### src/rtl/collision_checker_box_overlap.sv
// Combinational strict box overlap test. Right/bottom edges are computed one
// bit wider so boxes near the top of the coordinate range do not wrap.
// Touching edges do not overlap; any zero-sized box never overlaps.
module box_overlap #(
  parameter int XLEN = 10,
  parameter int YLEN = 10
) (
  input  logic [XLEN-1:0] ax_i,
  input  logic [YLEN-1:0] ay_i,
  input  logic [XLEN-1:0] aw_i,
  input  logic [YLEN-1:0] ah_i,
  input  logic [XLEN-1:0] bx_i,
  input  logic [YLEN-1:0] by_i,
  input  logic [XLEN-1:0] bw_i,
  input  logic [YLEN-1:0] bh_i,
  output logic            overlap_o
);

  logic [XLEN:0] a_right;
  logic [XLEN:0] b_right;
  logic [YLEN:0] a_bottom;
  logic [YLEN:0] b_bottom;
  logic          x_hit;
  logic          y_hit;
  logic          sized;

  assign a_right  = {1'b0, ax_i} + {1'b0, aw_i};
  assign b_right  = {1'b0, bx_i} + {1'b0, bw_i};
  assign a_bottom = {1'b0, ay_i} + {1'b0, ah_i};
  assign b_bottom = {1'b0, by_i} + {1'b0, bh_i};

  assign x_hit = ({1'b0, ax_i} < b_right)  && ({1'b0, bx_i} < a_right);
  assign y_hit = ({1'b0, ay_i} < b_bottom) && ({1'b0, by_i} < a_bottom);

  // The strict compare alone lets a zero-width box inside the other one through.
  assign sized = (aw_i != '0) && (ah_i != '0) && (bw_i != '0) && (bh_i != '0);

  assign overlap_o = sized && x_hit && y_hit;

endmodule

### config.mk
export PLATFORM = sky130hd
export DESIGN_NAME = box_overlap
export DESIGN_NICKNAME = d
export VERILOG_FILES = /design/src/rtl/collision_checker_box_overlap.sv
export SDC_FILE = /design/constraint.sdc
export NUM_CORES = 1
export LEC_CHECK = 0
export CAP_MARGIN = 20
export CORE_ASPECT_RATIO = 1.2
export CORE_UTILIZATION = 53
export DETAILED_ROUTE_END_ITERATION = 10
export GPL_ROUTABILITY_DRIVEN = 0
export PLACE_DENSITY_LB_ADDON = 0.12
export SLEW_MARGIN = 20
export SYNTH_ARGS = -nofsm -noshare
export SYNTH_HDL_FRONTEND = slang
export SYNTH_SLANG_ARGS = --single-unit
### constraint.sdc
create_clock -name vclk -period 10.5
set_input_delay 2.1 -clock vclk [all_inputs]
set_output_delay 2.1 -clock vclk [all_outputs]
set_load 0.05 [all_outputs]
[Word-level counts from Yosys, hierarchy flattened]
Cells that the tools add are included.
Operators by class
  equality and inequality tests: 0
  bitwise gates (word level): 0
  shift operators: 0
  div/mod/pow operators: 0
  reduce and logical (&&, ||, !) cells: 11
  multiplexer cells: 0
  $lt $le $gt $ge: 4
  add/sub/neg operators: 4
  $mul: 0
Operators by type and width (number)
  $add 10x10->11: 4
  $lt 10x11->1: 4
  $reduce_bool 10->1: 4
  $logic_and 1x1->1: 7
Word-level totals
  latch bits: 0
  word-level logic and storage cells: 19
  input bits: 80
  ROM bits: 0
  RAM bits: 0
  bits in registers: 0
  memories: 0

[Longest topological paths before layout]
  word-level depth: 6
  depth in mapped cells: 15

[Worst setup path before layout]
No wires, ideal clock.
  path type: input-to-output
  from: in by_i[0]
  to: out overlap_o
  arrival time: 6416 ps
  cell stages on the path: 14
  setup slack: 1984 ps
  cell sequence: ha_1 > fa_1 > a21o_1 > and4_1 > a211oi_1 > a21oi_1 > xnor2_1 > ha_1 > a2111oi_2 > o21ai_1 > a21oi_1 > a2111o_1 > o221ai_1 > a2111oi_1
On the way
  longest elaborated chain between the ends: 4
Ends and longest elaborated chain
  start: declaration: line 13  | input logic [YLEN-1:0] by_i,
  $add 10x10->11: line 30  | assign b_bottom = {1'b0, by_i} + {1'b0, bh_i};
  $lt 10x11->1: line 33  | assign y_hit = ({1'b0, ay_i} < b_bottom) && ({1'b0, by_i} < a_bottom);
  $logic_and 1x1->1 *: line 33
  $logic_and 1x1->1 *: line 38  | assign overlap_o = sized && x_hit && y_hit;
  end: declaration: line 16  | output logic overlap_o
Mark *: on every way between the ends. The rest lies on a longest branch, timed or not.

[Worst setup path after layout]
  from: in bx_i[0]
  to: out overlap_o
On the way
  longest elaborated chain between the ends: 5
Ends and longest elaborated chain
  start: declaration: line 12  | input logic [XLEN-1:0] bx_i,
  $add 10x10->11: line 28  | assign b_right = {1'b0, bx_i} + {1'b0, bw_i};
  $lt 10x11->1: line 32  | assign x_hit = ({1'b0, ax_i} < b_right) && ({1'b0, bx_i} < a_right);
  $logic_and 1x1->1 *: line 32
  $logic_and 1x1->1 * (2 in a row): line 38
Marks and branches as above.

==> results.txt <==
- The flow ran to the end, and the final reports show no timing, DRC or antenna violations.
- STA puts the critical path data arrival time at about 6.7 ns.
* Highest clock rate: roughly 0.11 GHz
- Antenna cell count: 0
- Entering global routing, the biggest net connects 9 pins.
- In the final timing run, aggregate negative setup slack is 0 ns.
* Critical Setup Path Class: primary input to output port
* Post-layout minimum cycle time: between 8 and 9 ns
- Summed over all layers, the routed wires come to between 6000 and 7000 um.
- Number of max-slew violations in the final report: 0
- For the pin with the worst max-slew slack, the measured transition is slightly below 0.5 ns.
* Final critical-path share of the clock period: 83.4%
- The synthesized netlist contains 48 unique library cells.
- Final Hold Viols: 0
- Number of nets in the layout: about 550
- Post-synthesis cell area: roughly 2400 um^2
* Routed wl met2: 3630 um
- The core region is between 4000 and 5000 um^2.
- STA puts the critical path data required time at about 8.4 ns.
* Worst-path fanout max: 3
* Unrepaired setup endpoints after global routing: no
* Number of cells produced by synthesis: 303
- The slowest stage of the critical path is the sky130_fd_sc_hd__clkdlybuf4s50_1 cell.
- In this run, the number of DRC markers left after iteration 0 of detailed routing was ~70.
* Share of layout cells above drive strength 1: around 2.1%
- Type of destination of the critical path: output port
- Highest metal layer with signal wires: met4
* Type of the worst min-delay path: primary input to output port
- Share of synthesized area occupied by flip-flops and latches: 0%
- Width of the die: 63.9 um
- Count of unresolved DRC violations after routing: 0
- The number of antenna violations at the first check in global routing is 0.
* Ports placed on the boundary: 81
- Number of iterations in the first detailed-routing pass: 4
* Total power divided by cell area: between 60 and 70 nW/um^2
- Walking the worst path, the cells encountered are clkdlybuf4s50_1 -> ha_1 -> fa_1 -> a211o_1 -> o211ai_1 -> a21oi_1 -> o21a_1 -> o21ai_0 -> o21ai_1 -> ha_1 -> a2111oi_0 -> a311o_1 -> o221ai_1 -> a2111oi_1 -> clkdlybuf4s50_1.
- Number of filler instances in the final layout: between 300 and 400
- The number of global-route vias before repair was 2722.
- The worst setup path is launched from a primary input.
* Max-Cap Viols: 0
- Largest stage delay on the critical path: between 0.8 and 0.9 ns
- The number of buffers and inverters on the critical path is 2.
- The floorplan step set the die height to around 76 um.
* Synth-to-Final Area Change: 36.2%
* Number of routed nets with antenna violations: 0
- In this run the tightest slew margin relative to its limit is between 60 and 70%.
- The layout has 0 clock buffers.
* Startpoint of the most critical hold path: aw_i[2]
- Global routing consumed, over all layers together, ~28% of the routing resources.
* Largest vdd supply drop: between 0.03 and 0.04 mV
- Number of buffer cells added on primary ports: roughly 80
- Kind of cell with the highest combined delay on the critical path: compound AO/OA/AOI/OAI gates
- Wire length of the first global-routing pass: 11400 um
* Endpoints failing setup: 0
- Post-synthesis average cell area: 8.04 um^2
* WHS Path Cells: 6
- Total nets after synthesis: between 400 and 500
- DR vias/cell: around 6
- The wire-length estimate of the detail-placed layout is approximately 6000 um.
* Met3 WL: 222 um
- After detailed routing, the average wire length per cell comes to 15.3 um.
- Cells fill about three quarters of the core in the end.
- Count of hold-fix buffers inserted at cts: 0
- After clock tree synthesis, the repair step resized 0 gates.
- In this run the core area contains 26 standard-cell rows.
- For this run the aggregate overflow at the end of global routing stands at 0.
* Sequential cell area: 0 um^2
* Post-CTS setup buffer count: 0
* Worst Hold End: overlap_o
* Initial core utilization: about 56%
- Metal-1 WL: about 2800 um
- The floorplan step defined a die boundary enclosing between 4000 and 5000 um^2.
- The final route contains about 2.7k vias.
- Final sequential cell count: 0
* Leakage power figure: between 1 and 1.5 nW
* Total of warnings raised by yosys: 0
==> cell usage in the layout, fill, tap and decap left out, types with 2 or more instances in the layout <==
cell and instances:
sky130_fd_sc_hd__a2111oi_0 4, sky130_fd_sc_hd__xnor2_1 9, sky130_fd_sc_hd__fa_1 4, sky130_fd_sc_hd__o21ai_1 4, sky130_fd_sc_hd__nand2_1 21, sky130_fd_sc_hd__ha_1 76, sky130_fd_sc_hd__nand3_1 2, sky130_fd_sc_hd__a211o_1 2
sky130_fd_sc_hd__nor3_1 9, sky130_fd_sc_hd__inv_1 7, sky130_fd_sc_hd__nor2b_1 4, sky130_fd_sc_hd__o21bai_1 3, sky130_fd_sc_hd__xor2_1 18, sky130_fd_sc_hd__or2_2 2, sky130_fd_sc_hd__clkdlybuf4s50_1 81, sky130_fd_sc_hd__nor4_1 7
sky130_fd_sc_hd__o211ai_1 5, sky130_fd_sc_hd__a311oi_1 2, sky130_fd_sc_hd__or3_1 2, sky130_fd_sc_hd__a21oi_1 23, sky130_fd_sc_hd__o21ai_0 17, sky130_fd_sc_hd__a31oi_1 4, sky130_fd_sc_hd__a21o_1 9, sky130_fd_sc_hd__nand2b_1 7
sky130_fd_sc_hd__nor2_1 26, sky130_fd_sc_hd__o21a_1 4, sky130_fd_sc_hd__or4_1 4, sky130_fd_sc_hd__a211oi_1 7
==> cells by family (layout without fill, tap and decap cells) <==
group,after synthesis,after routing,share of synthesized area (%)
XOR/XNOR,27,27,9.71
adder cells (fa/ha/maj),80,80,42.3
AO/OA/AOI/OAI,100,100,28.8
buffers and inverters,7,88,1.08
AND/OR/NAND/NOR,89,89,18.0
==> tightest hold or removal path, delay by kind of cell <==
family	cells	cell delay [ns]
AO/OA/AOI/OAI	3	0.24
buffers and inverters	2	1.12
AND/OR/NAND/NOR	1	0.13
==> how the worst max path moves through the flow <==
stage,startpoint,end,slack [ns],depth (start not counted)
after floorplan,by_i[0],overlap_o,1.98,14
after global placement,bx_i[0],overlap_o,1.89,15
after detailed placement,bx_i[0],overlap_o,1.74,15
after CTS,bx_i[0],overlap_o,1.75,15
after global routing,bx_i[0],overlap_o,1.38,15
final,bx_i[0],overlap_o,1.74,15
==> power by group <==
group          internal, mW  switching (mW)  total, mW
logic                 0.110           0.112      0.222
clock network             0               0          0
registers                 0               0          0
total                 0.110           0.112      0.222
==> synth_stat cells, types with 3 or more instances <==
cell type                   instances  share of area, %
sky130_fd_sc_hd__ha_1              76                39
sky130_fd_sc_hd__nor2_1            26               4.0
sky130_fd_sc_hd__a21oi_1           23               4.7
sky130_fd_sc_hd__nand2_1           21               3.2
sky130_fd_sc_hd__xor2_1            18               6.5
sky130_fd_sc_hd__o21ai_0           17               3.5
sky130_fd_sc_hd__a21o_1             9               2.8
sky130_fd_sc_hd__nor3_1             9               1.8
sky130_fd_sc_hd__xnor2_1            9               3.2
sky130_fd_sc_hd__a211oi_1           7               2.2
sky130_fd_sc_hd__inv_1              7               1.1
sky130_fd_sc_hd__nand2b_1           7               1.8
sky130_fd_sc_hd__nor4_1             7               1.8
sky130_fd_sc_hd__o211ai_1           5               1.5
sky130_fd_sc_hd__a2111oi_0          4               1.4
sky130_fd_sc_hd__a31oi_1            4               1.0
sky130_fd_sc_hd__fa_1               4               3.3
sky130_fd_sc_hd__nor2b_1            4               1.0
sky130_fd_sc_hd__o21a_1             4               1.2
sky130_fd_sc_hd__o21ai_1            4              0.82
sky130_fd_sc_hd__or4_1              4               1.2
sky130_fd_sc_hd__o21bai_1           3              0.92
==> cell type report <==
cell class,count,area (um^2),share of cell area (%)
inverter,7,26.3,0.792
multi-input combinational,296,2410,72.6
tap,56,70.1,2.11
timing repair buffer,81,811,24.5
==> layer usage <==
layer / global-route usage [%] / vias to the layer above
met4: 4.77 / 0
met1: 30.9 / 1233
met5: 0 / -
met2: 57.9 / 68
met3: 1.35 / 10
li1: - / 1349
==> per-stage QoR <==
stage / setup slack (ns) / instance area (um^2) / hold WS (ns) / std cells / power (mW)
final: 1.74 / 3320 / 5.70 / 440 / 0.222
after global routing: 1.38 / 3320 / 5.74 / 440 / 0.249
after CTS: 1.75 / 3320 / 5.71 / 440 / 0.221
after detailed placement: 1.74 / 3320 / 5.71 / 440 / 0.220
after global placement: 1.89 / 3320 / 5.70 / 440 / 0.213
after floorplan: 1.98 / 2430 / 4.61 / 303 / 0.145
Power figures use the tool's default switching activity.
